### config.mk
export PLATFORM = sky130hd
export DESIGN_NAME = fxp_sum_pipe_flat
export DESIGN_NICKNAME = d
export VERILOG_FILES = /design/src/rtl/fxp_pkg.sv /design/src/rtl/fxp_sum_pipe_if.sv /design/src/rtl/fxp_round_sat.sv /design/src/rtl/fxp_sum_pipe.sv /design/src/flat_wrapper.sv
export SDC_FILE = /design/constraint.sdc
export NUM_CORES = 1
export LEC_CHECK = 0
export ABC_AREA = 0
export CORE_AREA = 2 2 171 106
export DETAILED_ROUTE_END_ITERATION = 8
export DIE_AREA = 0 0 173 108
export PLACE_DENSITY = 0.74
export SYNTH_ARGS = -nofsm -noshare
export SYNTH_HDL_FRONTEND = slang
export SYNTH_SLANG_ARGS = --single-unit
### constraint.sdc
create_clock -name clk -period 2.7 [get_ports clk]
set_input_delay 0.54 -clock clk [delete_from_list [all_inputs] [get_ports clk]]
set_output_delay 0.54 -clock clk [all_outputs]
set_load 0.01 [all_outputs]
### src/rtl/fxp_pkg.sv
// fxp_pkg -- shared fixed-point helpers for the IIR datapath blocks.
// Holds the rounding-mode encodings and a constant max() used when
// deriving internal full-precision widths from parameters.
package fxp_pkg;

    localparam int RND_FLOOR      = 0;
    localparam int RND_HALF_UP    = 1;
    localparam int RND_CONVERGENT = 2;

    function automatic int imax(input int a, input int b);
        return (a > b) ? a : b;
    endfunction

endpackage

### src/rtl/fxp_sum_pipe_if.sv
// fxp_sum_pipe_if -- handshake/data bundle for fxp_sum_pipe.
//   enb        clock enable (freezes the whole pipe when 0)
//   in_valid   in1/in2/sub carry a sample
//   in1, in2   signed operands (W_A, W_B bits)
//   sub        0: add, 1: in1 - in2
//   ovf_clr    clears ovf_sticky
//   out_valid  out1/ovf carry a result
//   out1       signed result (W_O bits)
//   ovf        current result overflowed W_O
//   ovf_sticky latched overflow flag
// master = sample source, slave = the adder.
interface fxp_sum_pipe_if #(
    parameter int W_A = 22,
    parameter int W_B = 39,
    parameter int W_O = 36
);
    logic           enb;
    logic           in_valid;
    logic [W_A-1:0] in1;
    logic [W_B-1:0] in2;
    logic           sub;
    logic           ovf_clr;
    logic           out_valid;
    logic [W_O-1:0] out1;
    logic           ovf;
    logic           ovf_sticky;

    modport master (
        output enb, in_valid, in1, in2, sub, ovf_clr,
        input  out_valid, out1, ovf, ovf_sticky
    );

    modport slave (
        input  enb, in_valid, in1, in2, sub, ovf_clr,
        output out_valid, out1, ovf, ovf_sticky
    );
endinterface

### src/rtl/fxp_round_sat.sv
// fxp_round_sat -- combinational narrowing of a signed full-precision value
// (WI bits, FI fraction bits) to W_O bits with F_O fraction bits.
//   i_x    signed input, sfix WI_En FI
//   o_y    rounded and wrapped/saturated result, sfix W_O_En F_O
//   o_ovf  rounded value did not fit in W_O bits
// RND_MODE selects floor / half-up / convergent, SAT selects wrap / clamp.
module fxp_round_sat
    import fxp_pkg::*;
#(
    parameter int WI       = 40,
    parameter int FI       = 28,
    parameter int W_O      = 36,
    parameter int F_O      = 27,
    parameter int RND_MODE = RND_HALF_UP,
    parameter int SAT      = 0
) (
    input  logic [WI-1:0]  i_x,
    output logic [W_O-1:0] o_y,
    output logic           o_ovf
);

    localparam int SH = (F_O >= FI) ? F_O - FI : 0;
    localparam int D  = (F_O >= FI) ? 0 : FI - F_O;
    // One guard bit on top of WI so the rounding increment can never wrap.
    localparam int WQ = WI + 1 + SH;
    localparam int WX = imax(WQ, W_O);

    localparam logic [W_O-1:0] MAX_V = {1'b0, {(W_O-1){1'b1}}};
    localparam logic [W_O-1:0] MIN_V = {1'b1, {(W_O-1){1'b0}}};

    logic [WQ-1:0] w_q;
    logic [WX-1:0] w_ext;
    logic          w_hi_ones;
    logic          w_hi_zeros;

    generate
        if (D == 0) begin : g_shl
            assign w_q = WQ'($signed(i_x)) << SH;
        end else begin : g_rnd
            localparam logic [D-1:0] HALF = D'(1) << (D - 1);
            logic [WI:0]  w_x1;
            logic [WI:0]  w_tr;
            logic [D-1:0] w_drop;
            logic         w_inc;

            assign w_x1   = (WI+1)'($signed(i_x));
            assign w_tr   = $signed(w_x1) >>> D;
            assign w_drop = i_x[D-1:0];

            always_comb begin
                w_inc = 1'b0;
                if (RND_MODE == RND_HALF_UP)
                    w_inc = w_drop[D-1];
                else if (RND_MODE == RND_CONVERGENT)
                    // exact tie onto an even kept value rounds down
                    w_inc = w_drop[D-1] & ~((w_drop == HALF) & ~i_x[D]);
            end

            assign w_q = w_tr + WQ'(w_inc);
        end
    endgenerate

    assign w_ext = WX'($signed(w_q));

    // Fits iff every bit from the W_O sign bit upward is a copy of the sign.
    assign w_hi_ones  = &w_ext[WX-1:W_O-1];
    assign w_hi_zeros = ~(|w_ext[WX-1:W_O-1]);
    assign o_ovf      = ~(w_hi_ones | w_hi_zeros);

    always_comb begin
        o_y = w_ext[W_O-1:0];
        if (o_ovf && SAT != 0)
            o_y = w_ext[WX-1] ? MIN_V : MAX_V;
    end

endmodule

### src/rtl/fxp_sum_pipe.sv
// fxp_sum_pipe -- two-stage pipelined fixed-point add/subtract.
//   clk    rising-edge clock
//   reset  asynchronous active-high reset, clears every register
//   bus    fxp_sum_pipe_if.slave: enb, in_valid, in1, in2, sub, ovf_clr in;
//          out_valid, out1, ovf, ovf_sticky out
// Stage 1 aligns both operands to a common fraction and adds exactly in WI
// bits; stage 2 rounds/narrows to W_O and registers the result and flags.
module fxp_sum_pipe
    import fxp_pkg::*;
#(
    parameter int W_A      = 22,
    parameter int F_A      = 14,
    parameter int W_B      = 39,
    parameter int F_B      = 28,
    parameter int W_O      = 36,
    parameter int F_O      = 27,
    parameter int RND_MODE = RND_HALF_UP,
    parameter int SAT      = 0
) (
    input logic            clk,
    input logic            reset,
    fxp_sum_pipe_if.slave  bus
);

    localparam int FI = imax(F_A, F_B);
    localparam int II = imax(W_A - F_A, W_B - F_B) + 1;
    localparam int WI = II + FI;

    logic [WI-1:0]  w_a;
    logic [WI-1:0]  w_b;
    logic [WI-1:0]  w_s;
    logic [W_O-1:0] w_y;
    logic           w_ovf;

    logic [WI-1:0]  r_s1;
    logic [1:0]     r_vld_pipe;   // [0]: stage-1 valid, [1]: out_valid
    logic [W_O-1:0] r_out1;
    logic           r_ovf;
    logic           r_sticky;

    // One extra integer bit in WI makes the add/sub exact.
    assign w_a = WI'($signed(bus.in1)) << (FI - F_A);
    assign w_b = WI'($signed(bus.in2)) << (FI - F_B);
    assign w_s = bus.sub ? (w_a - w_b) : (w_a + w_b);

    fxp_round_sat #(
        .WI(WI), .FI(FI), .W_O(W_O), .F_O(F_O),
        .RND_MODE(RND_MODE), .SAT(SAT)
    ) u_round_sat (
        .i_x  (r_s1),
        .o_y  (w_y),
        .o_ovf(w_ovf)
    );

    always_ff @(posedge clk or posedge reset) begin
        if (reset) begin
            r_s1       <= '0;
            r_vld_pipe <= '0;
            r_out1     <= '0;
            r_ovf      <= 1'b0;
            r_sticky   <= 1'b0;
        end else if (bus.enb) begin
            r_vld_pipe <= {r_vld_pipe[0], bus.in_valid};
            if (bus.in_valid)
                r_s1 <= w_s;
            if (r_vld_pipe[0])
                r_out1 <= w_y;
            r_ovf <= r_vld_pipe[0] & w_ovf;
            // a new overflow beats a simultaneous clear
            if (r_vld_pipe[0] & w_ovf)
                r_sticky <= 1'b1;
            else if (bus.ovf_clr)
                r_sticky <= 1'b0;
        end
    end

    assign bus.out_valid  = r_vld_pipe[1];
    assign bus.out1       = r_out1;
    assign bus.ovf        = r_ovf;
    assign bus.ovf_sticky = r_sticky;

endmodule

### src/flat_wrapper.sv
// flat-port wrapper written by rule: the top's interface ports become plain ports
module fxp_sum_pipe_flat import fxp_pkg::*;
#(
    parameter int W_A      = 22,
    parameter int F_A      = 14,
    parameter int W_B      = 39,
    parameter int F_B      = 28,
    parameter int W_O      = 36,
    parameter int F_O      = 27,
    parameter int RND_MODE = RND_HALF_UP,
    parameter int SAT      = 0
)
  (clk, reset, bus_enb, bus_in_valid, bus_in1, bus_in2, bus_sub, bus_ovf_clr, bus_out_valid, bus_out1, bus_ovf, bus_ovf_sticky);
  fxp_sum_pipe_if #(.W_A(W_A), .W_B(W_B), .W_O(W_O)) bus_i ();
  input logic clk;
  input logic reset;
  input wire logic [$bits(bus_i.enb)-1:0] bus_enb;
  input wire logic [$bits(bus_i.in_valid)-1:0] bus_in_valid;
  input wire logic [$bits(bus_i.in1)-1:0] bus_in1;
  input wire logic [$bits(bus_i.in2)-1:0] bus_in2;
  input wire logic [$bits(bus_i.sub)-1:0] bus_sub;
  input wire logic [$bits(bus_i.ovf_clr)-1:0] bus_ovf_clr;
  output wire logic [$bits(bus_i.out_valid)-1:0] bus_out_valid;
  output wire logic [$bits(bus_i.out1)-1:0] bus_out1;
  output wire logic [$bits(bus_i.ovf)-1:0] bus_ovf;
  output wire logic [$bits(bus_i.ovf_sticky)-1:0] bus_ovf_sticky;
  assign bus_i.enb = bus_enb;
  assign bus_i.in_valid = bus_in_valid;
  assign bus_i.in1 = bus_in1;
  assign bus_i.in2 = bus_in2;
  assign bus_i.sub = bus_sub;
  assign bus_i.ovf_clr = bus_ovf_clr;
  assign bus_out_valid = bus_i.out_valid;
  assign bus_out1 = bus_i.out1;
  assign bus_ovf = bus_i.ovf;
  assign bus_ovf_sticky = bus_i.ovf_sticky;
  fxp_sum_pipe #(.W_A(W_A), .F_A(F_A), .W_B(W_B), .F_B(F_B), .W_O(W_O), .F_O(F_O), .RND_MODE(RND_MODE), .SAT(SAT)) u_core (.clk(clk), .reset(reset), .bus(bus_i));
endmodule
==> metrics <==
# rows 37; mapped cell area 6750 µm²; dpl hpwl 16,200 µm; CP Capture Type flop; CTS sink cnt 80; IO Pins 106; CP Data Required Time 2.92 ns; final worst slack -0.0102 ns; Post-CTS Hold Buffers 0; Stages on worst setup path 12; Clock transition at path regs 0.06 ns; Worst Skew 0.00611 ns; Ys Warns 0; CP bufs+invs 3; Sw Pwr 1.72 mW; first-pass GRT wire length 33,400 µm; final setup violation count 1; Static Leak 4.48 nW; CP Launch Type input pin; FF+latch count, synth 80; R2R Setup Slk 0.15 ns; routed via count 7,034; slew margin rel. 57.7%; measured slew at the worst slew-check pin 0.634 ns; crit path capture u_core.r_s1[32]$_DFFE_PP0P_; kind of critical path in -> reg; syn_area_per_cell 8.06 µm²; status finished, violations left; Ant. Diodes 0; Routed Antenna Nets 0; Synth cell types 81; DIE AREA 18,700 µm²; H-tree levels 3; r2r endpoint u_core.bus.ovf$_DFFE_PP0P_; cell depth of the worst flop-to-flop path 10; clk buf depth 2; Internal 3.20 mW; EDFF count, synth 0; CP peak stage delay 0.48 ns; adder-cell share of the synthesized area 10.1%; Seq/Total Area, Yosys 29.7%; Final Power 4.92 mW; initial antenna violation count 0; simple-gate share of the synthesized area 21.8%; Main synth FF type dfrtp_1; Logic pwr share 40.1%; Peak VDD IR 0.000368 V; Post-DP Area 9160 µm²; CP Max Fanout 4; worst hold path class reg -> reg; post-synthesis mux area share 0.297%; Worst Path Arrival 2.93 ns; TritonRoute pass-1 iters 5; Post-Synth XOR/XNOR Area 8.56%; DR iter-0 viols 499; Via density 5.31; Port Buffers 105; post-synthesis net count 958; fmax 369 MHz; largest net degree at the start of global routing 49; synth top area cells dfrtp_1 30%, ha_1 9.8%, o21ai_0 7.0%; core area 16,900 µm²; reg-to-reg startpoint u_core.r_s1[1]$_DFFE_PP0P_; Routability Congestion 0.908; post-route cell area 10,100 µm²; violated checks negative setup slack; critical path's slowest cell or4_4; crit path time final 2.71 ns; Final Hold Viols 0; drt drc 0; CP delay by family, top simple AND/OR/NAND/NOR gates; sequential share of power 34.6%; crit path launch bus_in2[29]; post-synthesis async set-or-reset flop share 100%; Synth Area in Compound Gates 22.8%; Gate Count Post-Synth 837; Die H 108 µm; RSZ-0062 raised after global routing true; Layout area overhead 49.7%; most frequent cells in the layout 170 x buf_4, 109 x nand2_1, 88 x o21ai_0; cell area power density 487 nW/µm²; CTS root buf clkbuf_16; crit-path cells buf_8, inv_8, ha_4, and2b_1, or4_4, or3b_1, o31a_1, a31oi_4, buf_6, o22ai_4, xnor2_1, o21ai_1; final net count 1,206; layout cells sized above 1 29.8%; largest family of logic cells by synthesized area compound AO/OA/AOI/OAI gates; DRT Wirelength 20,800 µm; area share of the largest cell type after synthesis 29.7%; CTS Buf Count 9; fin crit share 100%; Final Util 59.6%; Die Span X 173 µm; WL/cell 15.7 µm; Max Cap Viol 0; CTS tree built; vias in the first global route 6,663; clock network power share 25.3%; clk_lat worst skew 0.35 ns; GRT overflow 0; Synth area leader dfrtp_1; overall routing resource usage 21.9%; Slew Viols, Final 0; most common cell after layout, fill and taps aside buf_4; Switching Share 34.9%; initial core utilization 39.8%
routing by layer:
| layer | routed length [µm] | share of wire [%] | GRT usage [%] |
|---|---|---|---|
| met1 | 10200 | 49 | 32.2 |
| met2 | 9040 | 43 | 33.3 |
| met3 | 1250 | 6.0 | 4.43 |
| met4 | 315 | 1.5 | 4.78 |
| met5 | 0 | 0 | 0 |
stage by stage:
stage	hold WS [ns]	cells	TNS [ns]	setup slack, ns
final	0.477	1324	-0.0102	-0.0102
after global routing	0.509	1324	-0.239	-0.0916
after CTS	0.482	1323	0	0.000278
after detailed placement	0.469	1299	-12.26	-0.855
after global placement	0.462	1299	-11.27	-0.742
after floorplan	0.454	837	-0.0441	-0.0296
worst reg2reg max path, cell delays in order (launching register included):
cell and delay (ns):
dfrtp_1 0.36, ha_1 0.17, ha_1 0.18, nand2_2 0.09, or3_4 0.40, or4_4 0.59
nor2_2 0.12, xnor2_1 0.16, nand2_1 0.10, a21oi_2 0.14, o32ai_1 0.10
synth_stat cells, types with 6 or more instances:
cell type	count
a2111oi_0	6
a211oi_1	7
a21o_1	12
a21oi_1	40
a31oi_1	11
and3_1	8
clkbuf_1	29
clkbuf_8	6
dfrtp_1	80
ha_1	53
inv_1	52
nand2_1	113
nand2b_1	8
nand3_1	31
nand4_1	12
nor2_1	53
nor2b_1	8
nor3_1	13
o211ai_1	8
o21a_1	7
o21ai_0	95
o31ai_1	11
or3_1	9
or4_1	6
xnor2_1	38
xor2_1	28
final cells by class:
class	count	area, µm²
clock buffers	9	225
clock inverters	7	77.6
well taps	234	293
flip-flops and latches	80	2000
fillers	1534	6840
inverters	53	208
multi-input cells	661	4940
repair buffers	280	2350
power by group through the flow:
stage | sequential, mW | clock, mW | combinational (mW)
floorplan | 1.72 | 0 | 0.864
global placement | 1.71 | 0 | 1.76
CTS | 1.70 | 1.26 | 1.89
detailed placement | 1.72 | 0 | 1.80
global route | 1.73 | 1.32 | 2.15
finish | 1.70 | 1.25 | 1.97
cell families after synthesis:
kind of cell               count (synthesis)
and+or+nand+nor                          297
AOI/OAI and AO/OA                        242
buffers and inverters                     96
DFF                                       80
xor gates and xnor gates                  66
adders and majority gates                 54
muxes                                      2
repair_timing:
| item | CTS | global route |
|---|---|---|
| resized for setup | 140 | 78 |
| pin swaps | 31 | 37 |
| endpoints found under the setup margin | 20 | 18 |
| buffers inserted | 9 | 3 |
sequential cells by signal, indices dropped and copies added, names as in the netlist:
name and cells:
u_core.r_s1 40, u_core.bus.ovf_sticky 1, u_core.bus.ovf 1, u_core.bus.out1 36, u_core.r_vld_pipe 2
how the worst min path moves through the flow:
stage / cells after the start / startpoint / slack, ns / endpoint
after detailed placement: 2 / u_core.bus.out1[33]$_DFFE_PP0P_ / 0.47 / u_core.bus.out1[33]$_DFFE_PP0P_
after global routing: 2 / u_core.bus.out1[33]$_DFFE_PP0P_ / 0.51 / u_core.bus.out1[33]$_DFFE_PP0P_
after CTS: 2 / u_core.bus.out1[33]$_DFFE_PP0P_ / 0.48 / u_core.bus.out1[33]$_DFFE_PP0P_
final: 2 / u_core.bus.out1[33]$_DFFE_PP0P_ / 0.48 / u_core.bus.out1[33]$_DFFE_PP0P_
after global placement: 2 / u_core.bus.out1[34]$_DFFE_PP0P_ / 0.46 / u_core.bus.out1[34]$_DFFE_PP0P_
after floorplan: 2 / u_core.r_s1[1]$_DFFE_PP0P_ / 0.45 / u_core.r_s1[1]$_DFFE_PP0P_
(Power assumes the default switching activity.)
